$ cat config.mk
export PLATFORM = sky130hd
export DESIGN_NAME = io_slot_bus_flat
export DESIGN_NICKNAME = d
export VERILOG_FILES = /design/src/rtl/io_slot_bus_if.sv /design/src/rtl/io_slot_bus.sv /design/src/flat_wrapper.sv
export SDC_FILE = /design/constraint.sdc
export NUM_CORES = 1
export LEC_CHECK = 0
export BUFFER_PORTS_ARGS = -buffer_cell sky130_fd_sc_hd__buf_2
export CORE_AREA = 2 2 156 158
export DETAILED_ROUTE_END_ITERATION = 10
export DIE_AREA = 0 0 158 160
export PLACE_DENSITY = 0.61
export SYNTH_ARGS = -nofsm -noshare
export SYNTH_HDL_FRONTEND = slang
export SYNTH_SLANG_ARGS = --single-unit
$ cat constraint.sdc
create_clock -name CLK -period 2.6 [get_ports CLK]
set_input_delay 0.39 -clock CLK [delete_from_list [all_inputs] [get_ports CLK]]
set_output_delay 0.39 -clock CLK [all_outputs]
set_load 0.005 [all_outputs]
$ cat src/rtl/io_slot_bus_if.sv
`default_nettype none
// ----------------------------------------------------------------------------
// io_slot_bus_if : core IO port + peripheral slot bundle for io_slot_bus
// Revision: 1.0
// ----------------------------------------------------------------------------
interface io_slot_bus_if #(
  parameter int ADDR_W     = 14,
  parameter int NSLOT      = 8,
  parameter int SLOT_SHIFT = 4
);
  logic                  DBE;
  logic                  IO_REQ;
  logic                  IO_WE;
  logic                  IO_RE;
  logic [ADDR_W-1:0]     IO_ADDR;
  logic [31:0]           IO_WD;
  logic [31:0]           IO_RD;
  logic                  IO_BUSY;
  logic                  IO_ACK;
  logic                  IO_ERR;
  logic [NSLOT-1:0]      SL_SEL;
  logic                  SL_WE;
  logic                  SL_RE;
  logic [SLOT_SHIFT-1:0] SL_A;
  logic [31:0]           SL_WD;
  logic [NSLOT*32-1:0]   SL_RD;
  logic [NSLOT-1:0]      SL_RDY;

  // master is the environment (core and peripheral slots); slave is the controller
  modport master (
    output DBE, IO_REQ, IO_WE, IO_RE, IO_ADDR, IO_WD, SL_RD, SL_RDY,
    input  IO_RD, IO_BUSY, IO_ACK, IO_ERR, SL_SEL, SL_WE, SL_RE, SL_A, SL_WD
  );

  modport slave (
    input  DBE, IO_REQ, IO_WE, IO_RE, IO_ADDR, IO_WD, SL_RD, SL_RDY,
    output IO_RD, IO_BUSY, IO_ACK, IO_ERR, SL_SEL, SL_WE, SL_RE, SL_A, SL_WD
  );
endinterface
`default_nettype wire

$ cat src/rtl/io_slot_bus.sv
`default_nettype none
// ----------------------------------------------------------------------------
// io_slot_bus : IO-space decoder with one-hot slot select, ready wait states
//               and bus-error responses for unmapped or silent slots
// Revision: 1.0
// ----------------------------------------------------------------------------
module io_slot_bus #(
  parameter int ADDR_W     = 14,
  parameter int NSLOT      = 8,
  parameter int SLOT_SHIFT = 4,
  parameter int TIMEOUT    = 15
) (
  input  wire logic     CLK,
  input  wire logic     RESET_N,
  io_slot_bus_if.slave  bus
);

  localparam int         SEL_W   = $clog2(NSLOT);
  localparam int         HI_LSB  = SLOT_SHIFT + SEL_W;
  localparam logic [7:0] TO_LAST = 8'(TIMEOUT - 1);

  typedef enum logic [1:0] {
    S_IDLE   = 2'd0,
    S_ACCESS = 2'd1,
    S_RESP   = 2'd2
  } state_t;

  state_t                r_state;
  state_t                w_state_nxt;
  logic [SEL_W-1:0]      r_idx;
  logic [SLOT_SHIFT-1:0] r_off;
  logic [31:0]           r_wd;
  logic [31:0]           r_rd;
  logic                  r_we;
  logic                  r_re;
  logic                  r_err;
  logic [7:0]            r_cnt;

  logic                  w_mapped;
  logic                  w_accept;
  logic                  w_rdy;
  logic                  w_last;
  logic                  w_busy;
  logic                  w_ack;
  logic [31:0]           w_rd_slot [NSLOT];
  logic [31:0]           w_rd_sel;

  // Mapped means every address bit above the slot-index field is zero
  generate
    if (HI_LSB < ADDR_W) begin : g_hi_bits
      assign w_mapped = (bus.IO_ADDR[ADDR_W-1:HI_LSB] == '0);
    end else begin : g_no_hi_bits
      assign w_mapped = 1'b1;
    end
  endgenerate

  generate
    for (genvar k = 0; k < NSLOT; k++) begin : g_rd_slot
      assign w_rd_slot[k] = bus.SL_RD[32*k +: 32];
    end
  endgenerate

  assign w_accept = (r_state != S_ACCESS) & bus.IO_REQ & ~bus.DBE & (bus.IO_WE | bus.IO_RE);
  assign w_rdy    = bus.SL_RDY[r_idx];
  assign w_rd_sel = w_rd_slot[r_idx];
  assign w_last   = (r_cnt == TO_LAST);

  always_ff @(posedge CLK or negedge RESET_N) begin
    if (!RESET_N) begin
      r_state <= S_IDLE;
    end else begin
      r_state <= w_state_nxt;
    end
  end

  always_comb begin
    w_state_nxt = r_state;
    w_busy      = 1'b0;
    w_ack       = 1'b0;
    case (r_state)
      S_IDLE, S_RESP: begin
        w_ack = (r_state == S_RESP);
        if (w_accept) begin
          w_state_nxt = w_mapped ? S_ACCESS : S_RESP;
        end else begin
          w_state_nxt = S_IDLE;
        end
      end
      S_ACCESS: begin
        w_busy = 1'b1;
        if (w_rdy || w_last) begin
          w_state_nxt = S_RESP;
        end
      end
      default: w_state_nxt = S_IDLE;
    endcase
  end

  // Ready is checked before the timeout, so ready in the last allowed cycle wins
  always_ff @(posedge CLK or negedge RESET_N) begin
    if (!RESET_N) begin
      r_idx <= '0;
      r_off <= '0;
      r_wd  <= '0;
      r_rd  <= '0;
      r_we  <= 1'b0;
      r_re  <= 1'b0;
      r_err <= 1'b0;
      r_cnt <= '0;
    end else if (w_accept) begin
      r_idx <= bus.IO_ADDR[SLOT_SHIFT +: SEL_W];
      r_off <= bus.IO_ADDR[SLOT_SHIFT-1:0];
      r_wd  <= bus.IO_WD;
      r_we  <= bus.IO_WE;
      r_re  <= bus.IO_RE & ~bus.IO_WE;
      r_err <= ~w_mapped;
      r_cnt <= '0;
      if (!w_mapped && bus.IO_RE && !bus.IO_WE) begin
        r_rd <= '0;
      end
    end else if (r_state == S_ACCESS) begin
      if (w_rdy) begin
        r_err <= 1'b0;
        if (r_re) begin
          r_rd <= w_rd_sel;
        end
      end else if (w_last) begin
        r_err <= 1'b1;
        if (r_re) begin
          r_rd <= '0;
        end
      end else begin
        r_cnt <= r_cnt + 8'd1;
      end
    end
  end

  assign bus.IO_RD   = r_rd;
  assign bus.IO_BUSY = w_busy;
  assign bus.IO_ACK  = w_ack;
  assign bus.IO_ERR  = w_ack & r_err;

  assign bus.SL_SEL  = w_busy ? ({{(NSLOT-1){1'b0}}, 1'b1} << r_idx) : '0;
  assign bus.SL_WE   = w_busy & r_we;
  assign bus.SL_RE   = w_busy & r_re;
  assign bus.SL_A    = w_busy ? r_off : '0;
  assign bus.SL_WD   = w_busy ? r_wd : '0;

endmodule
`default_nettype wire

$ cat src/flat_wrapper.sv
// flat-port wrapper written by rule: the top's interface ports become plain ports
module io_slot_bus_flat 
#(
  parameter int ADDR_W     = 14,
  parameter int NSLOT      = 8,
  parameter int SLOT_SHIFT = 4,
  parameter int TIMEOUT    = 15
)
  (CLK, RESET_N, bus_DBE, bus_IO_REQ, bus_IO_WE, bus_IO_RE, bus_IO_ADDR, bus_IO_WD, bus_SL_RD, bus_SL_RDY, bus_IO_RD, bus_IO_BUSY, bus_IO_ACK, bus_IO_ERR, bus_SL_SEL, bus_SL_WE, bus_SL_RE, bus_SL_A, bus_SL_WD);
  io_slot_bus_if #(.ADDR_W(ADDR_W), .NSLOT(NSLOT), .SLOT_SHIFT(SLOT_SHIFT)) bus_i ();
  input  wire logic CLK;
  input  wire logic RESET_N;
  input wire logic [$bits(bus_i.DBE)-1:0] bus_DBE;
  input wire logic [$bits(bus_i.IO_REQ)-1:0] bus_IO_REQ;
  input wire logic [$bits(bus_i.IO_WE)-1:0] bus_IO_WE;
  input wire logic [$bits(bus_i.IO_RE)-1:0] bus_IO_RE;
  input wire logic [$bits(bus_i.IO_ADDR)-1:0] bus_IO_ADDR;
  input wire logic [$bits(bus_i.IO_WD)-1:0] bus_IO_WD;
  input wire logic [$bits(bus_i.SL_RD)-1:0] bus_SL_RD;
  input wire logic [$bits(bus_i.SL_RDY)-1:0] bus_SL_RDY;
  output wire logic [$bits(bus_i.IO_RD)-1:0] bus_IO_RD;
  output wire logic [$bits(bus_i.IO_BUSY)-1:0] bus_IO_BUSY;
  output wire logic [$bits(bus_i.IO_ACK)-1:0] bus_IO_ACK;
  output wire logic [$bits(bus_i.IO_ERR)-1:0] bus_IO_ERR;
  output wire logic [$bits(bus_i.SL_SEL)-1:0] bus_SL_SEL;
  output wire logic [$bits(bus_i.SL_WE)-1:0] bus_SL_WE;
  output wire logic [$bits(bus_i.SL_RE)-1:0] bus_SL_RE;
  output wire logic [$bits(bus_i.SL_A)-1:0] bus_SL_A;
  output wire logic [$bits(bus_i.SL_WD)-1:0] bus_SL_WD;
  assign bus_i.DBE = bus_DBE;
  assign bus_i.IO_REQ = bus_IO_REQ;
  assign bus_i.IO_WE = bus_IO_WE;
  assign bus_i.IO_RE = bus_IO_RE;
  assign bus_i.IO_ADDR = bus_IO_ADDR;
  assign bus_i.IO_WD = bus_IO_WD;
  assign bus_i.SL_RD = bus_SL_RD;
  assign bus_i.SL_RDY = bus_SL_RDY;
  assign bus_IO_RD = bus_i.IO_RD;
  assign bus_IO_BUSY = bus_i.IO_BUSY;
  assign bus_IO_ACK = bus_i.IO_ACK;
  assign bus_IO_ERR = bus_i.IO_ERR;
  assign bus_SL_SEL = bus_i.SL_SEL;
  assign bus_SL_WE = bus_i.SL_WE;
  assign bus_SL_RE = bus_i.SL_RE;
  assign bus_SL_A = bus_i.SL_A;
  assign bus_SL_WD = bus_i.SL_WD;
  io_slot_bus #(.ADDR_W(ADDR_W), .NSLOT(NSLOT), .SLOT_SHIFT(SLOT_SHIFT), .TIMEOUT(TIMEOUT)) u_core (.CLK(CLK), .RESET_N(RESET_N), .bus(bus_i));
endmodule
==> run_results.csv, run 1 <==
group,metric,value,unit
outcome,status,"finished, final reports clean",
clock_network,cts-buffers-inserted,9,
placement,numPortBuffers,396,
timing,fin_crit_sh,0.899,
timing,timing.slew.headroom,0.412,
logic_synthesis,synth_top_area_frac,0.370,
power_and_ir_drop,ir_drop,0.277,mV
logic_synthesis,synth_nets,865,
global_routing,track_usage,0.173,
logic_synthesis,synthMostInstantiatedCell,"nand2_1",
cells_and_area,fin_nets,1236,
worst_setup_path,critPathMaxStageDelay,0.78,ns
timing,setup_viol,0,
die,core-area,23800,um^2
logic_synthesis,syn_inst,547,
power_and_ir_drop,total_leakage_power,4.21,nW
worst_setup_path,critPathKind,"register to register",
timing,rsz0062_at_grt,"false",
detailed_routing,drt_iter0_markers,324,
clock_network,clk_pin_slew,0.07,ns
detailed_routing,drt_wl_total,22800,um
logic_synthesis,synth.area.top_cells,"dfrtp_1 37%, mux4_2 15%, nand2_1 8.7%, mux2_2 7.7%, o2bb2ai_1 4.9%",
logic_synthesis,synthFlopType,"dfrtp_1",
detailed_routing,vias,5852,
logic_synthesis,syn_area,5680,um^2
detailed_routing,ant_nets,0,
global_routing,antenna_found_initial,8,
detailed_routing,wl_per_cell,18.2,um
run,maxCapViolCount,0,
clock_network,cts_tree,"built",
timing,max_freq,428,MHz
global_routing,grt_pass1_vias,5824,
detailed_routing,drc,0,
worst_setup_path,r2r_cells,6,
logic_synthesis,async_reset_ff_frac,1.00,
clock_network,htreeDepth,3,
worst_setup_path,crit_required,2.82,ns
timing,period_needed,2.34,ns
cells_and_area,syn_to_final_growth,45.8,%
logic_synthesis,synth-edff-count,0,
placement,hpwl,18100,um
logic_synthesis,synthDistinctLibCells,47,
placement,dp.cells,1231,
timing,setup_tns,0,ns
timing,finalHoldViolations,0,
detailed_routing,via_per_inst,4.69,
detailed_routing,first_pass_iters,4,
logic_synthesis,syn_area_per_cell,10.4,um^2
placement,place.gp.congestion,0.807,
power_and_ir_drop,finalPower,3.98,mW
logic_synthesis,synth_top_cell_by_area,"dfrtp_1",
die,num_rows,57,
clock_network,cts_max_path_buffers,2,
clock_network,clock_latency,0.35,ns
logic_synthesis,synth_seq_area_share,0.370,
timing,slew_viol_final,0,
die,die_x,158,um
logic_synthesis,ys_ff_latch,84,
worst_setup_path,crit_path_start_kind,"register",
worst_setup_path,cpMaxStageDelayCell,"o31ai_2",
die,fp.dieArea,25300,um^2
worst_setup_path,crit_path_end_kind,"register",
logic_synthesis,ys_warn_count,0,
power_and_ir_drop,power.density,480,nW/um^2
cells_and_area,drive_gt1_frac,0.557,
worst_setup_path,cp.arrival,2.55,ns
hold_path,hold_class,"input port to asynchronous set/reset pin",
clock_network,cts-root-buf,"clkbuf_16",
clock_network,cts.sinks,84,
global_routing,grt_first_pass_wirelength,33200,um
die,ios,397,
global_routing,grt_max_degree,78,
timing,worst_pin_slew,0.877,ns
cells_and_area,fin_cells,1248,
worst_setup_path,worstPathCellList,"mux2_4 -> o32ai_4 -> o31ai_2 -> o22ai_4 -> buf_12 -> o2bb2ai_1",
clock_network,post_cts_buffers,0,
global_routing,grt_overflow,0,
worst_setup_path,cp_max_fo,32,
die,initial_core_util,0.239,
timing,skew,0.00796,ns
logic_synthesis,ys_top_cells_by_count,"131 x nand2_1, 84 x dfrtp_1, 39 x and2_1, 39 x mux2_2, 38 x mux4_2",
die,die_height,160,um
## per-stage QoR
step	hold WS (ns)	setup slack, ns	util	area [um^2]
2_1_floorplan	0.0944	0.804	-	5680
3_3_place_gp	0.451	0.360	0.337	8020
3_5_place_dp	0.454	0.287	0.337	8020
4_1_cts	0.0724	0.130	0.348	8280
5_1_grt	0.101	0.124	0.348	8290
6_report	0.0529	0.262	0.348	8290
## power by group
group | total, mW | switching [mW] | internal [mW]
clock | 1.21 | 0.556 | 0.653
sequential | 1.48 | 0.0709 | 1.41
combinational | 1.29 | 0.615 | 0.670
total | 3.98 | 1.24 | 2.74
## path summary, 6_finish.rpt
check                                     start                   end  slack (ns)
worst max-delay path            u_core.r_idx[0]  u_core.bus.IO_RD[24]        0.26
worst min-delay path                    RESET_N       u_core.r_wd[28]        0.05
worst max register to register  u_core.r_idx[0]  u_core.bus.IO_RD[24]        0.26
worst min register to register   u_core.r_wd[5]        u_core.r_wd[5]        0.47
max in group asynchronous               RESET_N  u_core.bus.IO_RD[20]        1.90
min in group CLK                   bus_IO_WD[0]        u_core.r_wd[0]        0.22
## area by class of cell
class | count | area [um^2]
diodes | 1 | 2.50
clock buffers | 13 | 240
clock inverters | 3 | 23.8
fillers | 2509 | 15500
inverters | 3 | 13.8
multi-input cells | 411 | 3360
flip-flops and latches | 84 | 2110
well taps | 324 | 405
repair buffers | 409 | 2130
## worst max-delay path, delay by kind of cell (launching register included)
| kind | cells | cell delay [ns] |
|---|---|---|
| flops | 1 | 0.58 |
| buf+inv | 1 | 0.20 |
| mux | 1 | 0.25 |
| compound gates | 4 | 1.16 |
## flip-flops by register name (all words and copies together) (netlist names)
register          flops
u_core.r_off          4
u_core.bus.IO_RD     32
u_core.r_err          1
u_core.r_we           1
u_core.r_re           1
u_core.r_wd          32
u_core.r_cnt          8
u_core.r_idx          3
u_core.r_state        2
## layer usage
metal | vias to the layer above | wire, um | GRT usage
li1 | 2764 | - | -
met1 | 2812 | 9470 | 0.219
met2 | 225 | 10600 | 0.270
met3 | 41 | 1990 | 0.0562
met4 | 10 | 667 | 0.0749
met5 | - | 62 | 0
## repair_timing
| action | 4_1_cts | 5_1_grt |
|---|---|---|
| resized for setup | 0 | 2 |
| hold buffers | 0 | 0 |
| endpoints found under the setup margin | 0 | 1 |
## cell usage in the layout (no fill, tap or decap), drive strengths merged
cell type / count
o31ai: 6
mux2: 41
nor3: 6
nand3: 2
o22ai: 27
o2111ai: 1
o21ai: 16
and3: 1
o21a: 1
o32ai: 2
nand4: 3
a22oi: 13
a221oi: 1
a21oi: 2
and2: 39
mux4: 38
diode: 1
nor3b: 1
o2111a: 1
buf: 409
nand4b: 1
dfrtp: 84
ha: 2
nand2b: 4
a211oi: 1
nor4: 1
nor2: 5
or2: 2
nand2: 131
nor2b: 2
o2bb2ai: 32
clkbuf: 13
or4: 3
mux2i: 22
clkinvlp: 2
o211ai: 3
or3: 1
inv: 4
## cell families after synthesis
group           synth area share
simple gates               0.167
flops                      0.370
mux                        0.272
fa+ha+maj                0.00440
buf+inv                   0.0431
compound gates             0.144
Note: power is estimated with default switching activity, not from simulation.
==> inputs of run 2 (changes only) <==
--- a/config.mk
+++ b/config.mk
@@ -12,2 +12,3 @@
 export PLACE_DENSITY = 0.61
+export REMOVE_ABC_BUFFERS = 1
 export SYNTH_ARGS = -nofsm -noshare
==> constraint.sdc (replaced) <==
create_clock -name CLK -period 2.6 [get_ports CLK]
set_input_delay 0.26 -clock CLK [delete_from_list [all_inputs] [get_ports CLK]]
set_output_delay 0.26 -clock CLK [all_outputs]
set_load 0.005 [all_outputs]
==> run_results.csv, run 2 (synthesis results as in run 1) <==
group,metric,value,unit
outcome,status,"finished, final reports clean",
run,maxCapViolCount,0,
die,die_x,158,um
clock_network,cts-root-buf,"clkbuf_16",
clock_network,cts-buffers-inserted,9,
die,core-area,23800,um^2
cells_and_area,drive_gt1_frac,0.561,
detailed_routing,drc,0,
timing,skew,0.0108,ns
placement,placed_area,8040,um^2
global_routing,grt_first_pass_wirelength,33700,um
timing,fin_crit_sh,0.886,
clock_network,cts_max_path_buffers,2,
placement,hpwl,17600,um
cells_and_area,layout_commonest_cell,"buf_2",
die,fp.dieArea,25300,um^2
timing,worst_pin_slew,0.839,ns
timing,setup_tns,0,ns
detailed_routing,ant_nets,0,
clock_network,cts_tree,"built",
placement,numPortBuffers,396,
global_routing,grt_pass1_vias,6106,
power_and_ir_drop,finalPower,4.13,mW
placement,dp.cells,1235,
timing,fin_ws,0.297,ns
timing,period_needed,2.30,ns
timing,slew_viol_final,0,
worst_setup_path,cp.arrival,2.04,ns
cells_and_area,syn_to_final_growth,47.0,%
worst_setup_path,crit_required,2.34,ns
timing,max_freq,434,MHz
placement,place.gp.congestion,0.841,
worst_setup_path,crit_path_end_kind,"output port",
timing,timing.slew.headroom,0.438,
detailed_routing,via_per_inst,4.72,
power_and_ir_drop,ir_drop,0.322,mV
clock_network,cts.sinks,84,
timing,finalHoldViolations,0,
die,num_rows,57,
detailed_routing,drt_iter0_markers,331,
worst_setup_path,crit_path_start_kind,"register",
cells_and_area,fin_cells,1255,
detailed_routing,wl_per_cell,17.9,um
timing,setup_viol,0,
detailed_routing,first_pass_iters,4,
placement,place_ws,0.336,ns
timing,rsz0062_at_grt,"false",
cells_and_area,fin_area,8350,um^2
die,die_height,160,um
detailed_routing,drt_wl_total,22500,um
die,initial_core_util,0.239,
global_routing,grt_overflow,0,
cells_and_area,fin_nets,1241,
clock_network,clk_pin_slew,0.08,ns
power_and_ir_drop,power.density,495,nW/um^2
clock_network,htreeDepth,3,
global_routing,antenna_found_initial,5,
hold_path,hold_class,"input port to register",
global_routing,track_usage,0.173,
die,ios,397,
worst_setup_path,critPathKind,"register to output port",
clock_network,clock_latency,0.34,ns
power_and_ir_drop,total_leakage_power,4.24,nW
cells_and_area,layout_common_cells,"395 x buf_2, 131 x nand2_1, 81 x dfrtp_1",
worst_setup_path,cp_max_fo,39,
clock_network,cts_resized,0,
global_routing,grt_max_degree,68,
detailed_routing,vias,5921,
==> run 2: cell count changes in the layout (fill, tap and decap cells not counted) <==
cell / previous run / this run
inv_4: 1 / 0
buf_12: 4 / 3
buf_4: 10 / 15
diode_2: 1 / 3
bufinv_16: 0 / 1
dlygate4sd3_1: 0 / 1
inv_6: 1 / 2
clkinvlp_4: 2 / 3
clkbuf_1: 4 / 1
inv_2: 0 / 1
==> run 2: final timing paths <==
kind	cells after the start	startpoint	slack, ns	endpoint
setup / recovery	5	u_core.r_state[1]	0.30	bus_SL_WD[0]
hold / removal	3	bus_IO_WD[28]	0.1	u_core.r_wd[28]
setup reg to reg	6	u_core.r_idx[0]	0.32	u_core.bus.IO_RD[27]
hold reg to reg	2	u_core.r_wd[31]	0.47	u_core.r_wd[31]
max in group asynchronous	3	RESET_N	1.50	u_core.bus.IO_RD[15]
min in group asynchronous	2	RESET_N	0.42	u_core.r_wd[12]
==> run 2: metal layers <==
layer	GRT usage	vias to the layer above	wire, um
li1	-	2771	-
met3	0.0510	35	2010
met2	0.291	295	10900
met4	0.0631	4	587
met5	0	-	27
met1	0.210	2816	8950
==> run 2: power by group <==
group	switching [mW]	internal (mW)	total [mW]
registers	0.0707	1.41	1.48
logic	0.626	0.678	1.30
clock network	0.594	0.753	1.35
total	1.29	2.84	4.13
==> run 2: repair_timing <==
item / CTS / global route
hold buffers: 1 / 0
setup endpoints to repair: 0 / 0
hold endpoints to repair: 35 / 0
buffers inserted: 0 / 0
==> run 2: layout make-up <==
type	count	area, um^2
Fill cell	2519	15500
Multi-Input combinational cell	411	3360
Timing Repair Buffer	414	2160
Sequential cell	84	2110
Tap cell	324	405
Clock buffer	10	229
Clock inverter	6	70.1
Inverter	3	11.3
Antenna cell	3	7.51
==> run 2: critical path, cell delays in order (launching register included) <==
cell and delay, ns:
dfrtp_1 0.37, nand2b_1 0.36, inv_2 0.26, buf_4 0.36
and2_1 0.21, buf_2 0.13
==> run 2: per-stage QoR <==
stage	hold WS (ns)	util
6_report	0.0977	0.351
5_1_grt	0.0912	0.351
4_1_cts	0.0769	0.350
3_5_place_dp	0.270	0.337
3_3_place_gp	0.267	0.337
2_1_floorplan	-0.0356	-
==> inputs of run 3 (changes only) <==
- ABC_AREA: default -> 0
- CORE_AREA: 2 2 156 158 -> 2 2 153 155
- DIE_AREA: 0 0 158 160 -> 0 0 155 157
- PLACE_DENSITY: 0.61 -> 0.62
==> run_results.csv, run 3 (synthesis results as in run 1) <==
group,metric,value,unit
clock_network,clock_latency,0.35,ns
worst_setup_path,crit_required,2.82,ns
placement,placed_area,7960,um^2
die,ios,397,
cells_and_area,fin_nets,1241,
die,num_rows,55,
power_and_ir_drop,total_leakage_power,4.23,nW
global_routing,grt_max_degree,51,
worst_setup_path,worstPathCellList,"mux2_4 -> o32ai_4 -> o31ai_2 -> o22ai_4 -> buf_4 -> o2bb2ai_1",
timing,setup_viol,0,
placement,numPortBuffers,396,
timing,period_needed,2.34,ns
power_and_ir_drop,p_comb_frac,0.315,
worst_setup_path,crit_path_end_kind,"register",
die,die_x,155,um
worst_setup_path,cp_max_fo,23,
placement,place.gp.congestion,0.812,
worst_setup_path,critPathMaxStageDelay,0.79,ns
cells_and_area,syn_to_final_growth,45.7,%
global_routing,grt_first_pass_wirelength,34400,um
hold_path,holdPathEnd,"u_core.r_wd[28]",
clock_network,cts-buffers-inserted,9,
hold_path,hold_class,"input port to register",
worst_setup_path,crit_path_start_kind,"register",
outcome,status,"finished, final reports clean",
power_and_ir_drop,swShare,0.311,
detailed_routing,met1Wirelength,9430,um
timing,rsz0062_at_grt,"false",
die,die_height,157,um
detailed_routing,wl_met3,1870,um
detailed_routing,drt_wl_total,23100,um
detailed_routing,via_per_inst,4.85,
detailed_routing,drt_iter0_markers,294,
placement,place_ws,0.294,ns
placement,hpwl,18200,um
timing,fin_crit_sh,0.900,
power_and_ir_drop,p_sw,1.28,mW
timing,timing.slew.headroom,0.401,
power_and_ir_drop,power.density,497,nW/um^2
detailed_routing,top_layer,"met5",
power_and_ir_drop,p_int,2.83,mW
cells_and_area,layout_commonest_cell,"buf_2",
worst_setup_path,cp.arrival,2.56,ns
power_and_ir_drop,ir_drop,0.263,mV
cells_and_area,drive_gt1_frac,0.561,
timing,finalHoldViolations,0,
global_routing,antenna_found_initial,6,
clock_network,cts_max_path_buffers,2,
power_and_ir_drop,clockPowerShare,0.327,
cells_and_area,fin_area,8280,um^2
worst_setup_path,worst_r2r_endpoint,"u_core.bus.IO_RD[21]",
clock_network,cts_tree,"built",
detailed_routing,vias,5903,
die,core-area,22500,um^2
die,fp.dieArea,24300,um^2
timing,skew,0.00953,ns
timing,max_freq,428,MHz
run,maxCapViolCount,0,
global_routing,track_usage,0.184,
timing,fin_ws,0.261,ns
worst_setup_path,r2r_cells,6,
detailed_routing,drc,0,
clock_network,cts_resized,0,
power_and_ir_drop,seqPwrFrac,0.358,
global_routing,grt_overflow,0,
timing,setup_tns,0,ns
cells_and_area,layout_common_cells,"395 x buf_2, 131 x nand2_1, 81 x dfrtp_1",
timing,worst_pin_slew,0.893,ns
detailed_routing,first_pass_iters,4,
clock_network,htreeDepth,3,
hold_path,min_from,"bus_IO_WD[28]",
cells_and_area,post-route-util,0.368,
worst_setup_path,reg2reg_slack,0.26,ns
worst_setup_path,critPathKind,"register to register",
detailed_routing,met2_length,11500,um
timing,slew_viol_final,0,
detailed_routing,ant_nets,0,
die,initial_core_util,0.253,
clock_network,cts.sinks,84,
hold_path,worstHoldPathCells,3,
worst_setup_path,r2r-start,"u_core.r_idx[0]",
clock_network,clk_pin_slew,0.07,ns
detailed_routing,wl_per_cell,19.0,um
power_and_ir_drop,finalPower,4.11,mW
global_routing,grt_pass1_vias,6023,
clock_network,cts-root-buf,"clkbuf_16",
worst_setup_path,cpMaxStageDelayCell,"o31ai_2",
==> run 3: cell types whose count changed in the layout (fill, tap and decap cells not counted) <==
cell | before | now
clkinvlp_4 | 3 | 2
buf_4 | 15 | 17
diode_2 | 3 | 4
buf_12 | 3 | 1
clkinv_4 | 0 | 1
==> run 3: final cells by class <==
| class | count | area (um^2) |
|---|---|---|
| Fill cell | 2309 | 14200 |
| Multi-Input combinational cell | 411 | 3360 |
| Timing Repair Buffer | 414 | 2130 |
| Sequential cell | 84 | 2110 |
| Tap cell | 285 | 357 |
| Clock buffer | 10 | 229 |
| Clock inverter | 6 | 71.3 |
| Inverter | 3 | 11.3 |
| Antenna cell | 4 | 10.0 |
==> run 3: layer usage <==
| metal | vias to the layer above | GRT usage |
|---|---|---|
| met5 | - | 0 |
| met4 | 4 | 0.0586 |
| met3 | 20 | 0.0545 |
| met2 | 256 | 0.313 |
| met1 | 2846 | 0.225 |
| li1 | 2777 | - |
==> run 3: worst max-delay path, delay by kind of cell, from the launching register on <==
| kind | cells | cell delay, ns |
|---|---|---|
| buffers and inverters | 1 | 0.26 |
| muxes | 1 | 0.24 |
| AOI/OAI and AO/OA | 4 | 1.15 |
| DFF | 1 | 0.55 |
==> run 3: timing repair <==
| action | in CTS | in global routing |
|---|---|---|
| buffers inserted | 0 | 0 |
| hold endpoints to repair | 40 | 0 |
| hold buffers | 1 | 0 |
==> run 3: worst max path at each step <==
stage                               start                   end  slack, ns
after floorplan           u_core.r_idx[0]   u_core.bus.IO_RD[0]      -2.63
after global placement    u_core.r_idx[0]  u_core.bus.IO_RD[18]       0.34
after detailed placement  u_core.r_idx[0]  u_core.bus.IO_RD[13]       0.29
after CTS                 u_core.r_idx[0]         bus_SL_SEL[5]       0.26
after global routing      u_core.r_idx[0]         bus_SL_SEL[5]       0.12
final                     u_core.r_idx[0]  u_core.bus.IO_RD[21]       0.26
==> run 3: power by group through the flow <==
stage	clock [mW]	sequential [mW]	combinational (mW)
after global routing	1.46	1.49	1.42
after floorplan	0	1.60	0.708
after CTS	1.39	1.47	1.31
final	1.35	1.47	1.29
after detailed placement	0	1.50	1.31
after global placement	0	1.49	1.29
==> run 3: metrics by stage <==
| step | hold slack, ns | std cells |
|---|---|---|
| final | 0.0918 | 1217 |
| after global routing | 0.0813 | 1216 |
| after CTS | 0.0789 | 1213 |
| after detailed placement | 0.302 | 1196 |
| after global placement | 0.296 | 1196 |
| after floorplan | -0.0356 | 498 |
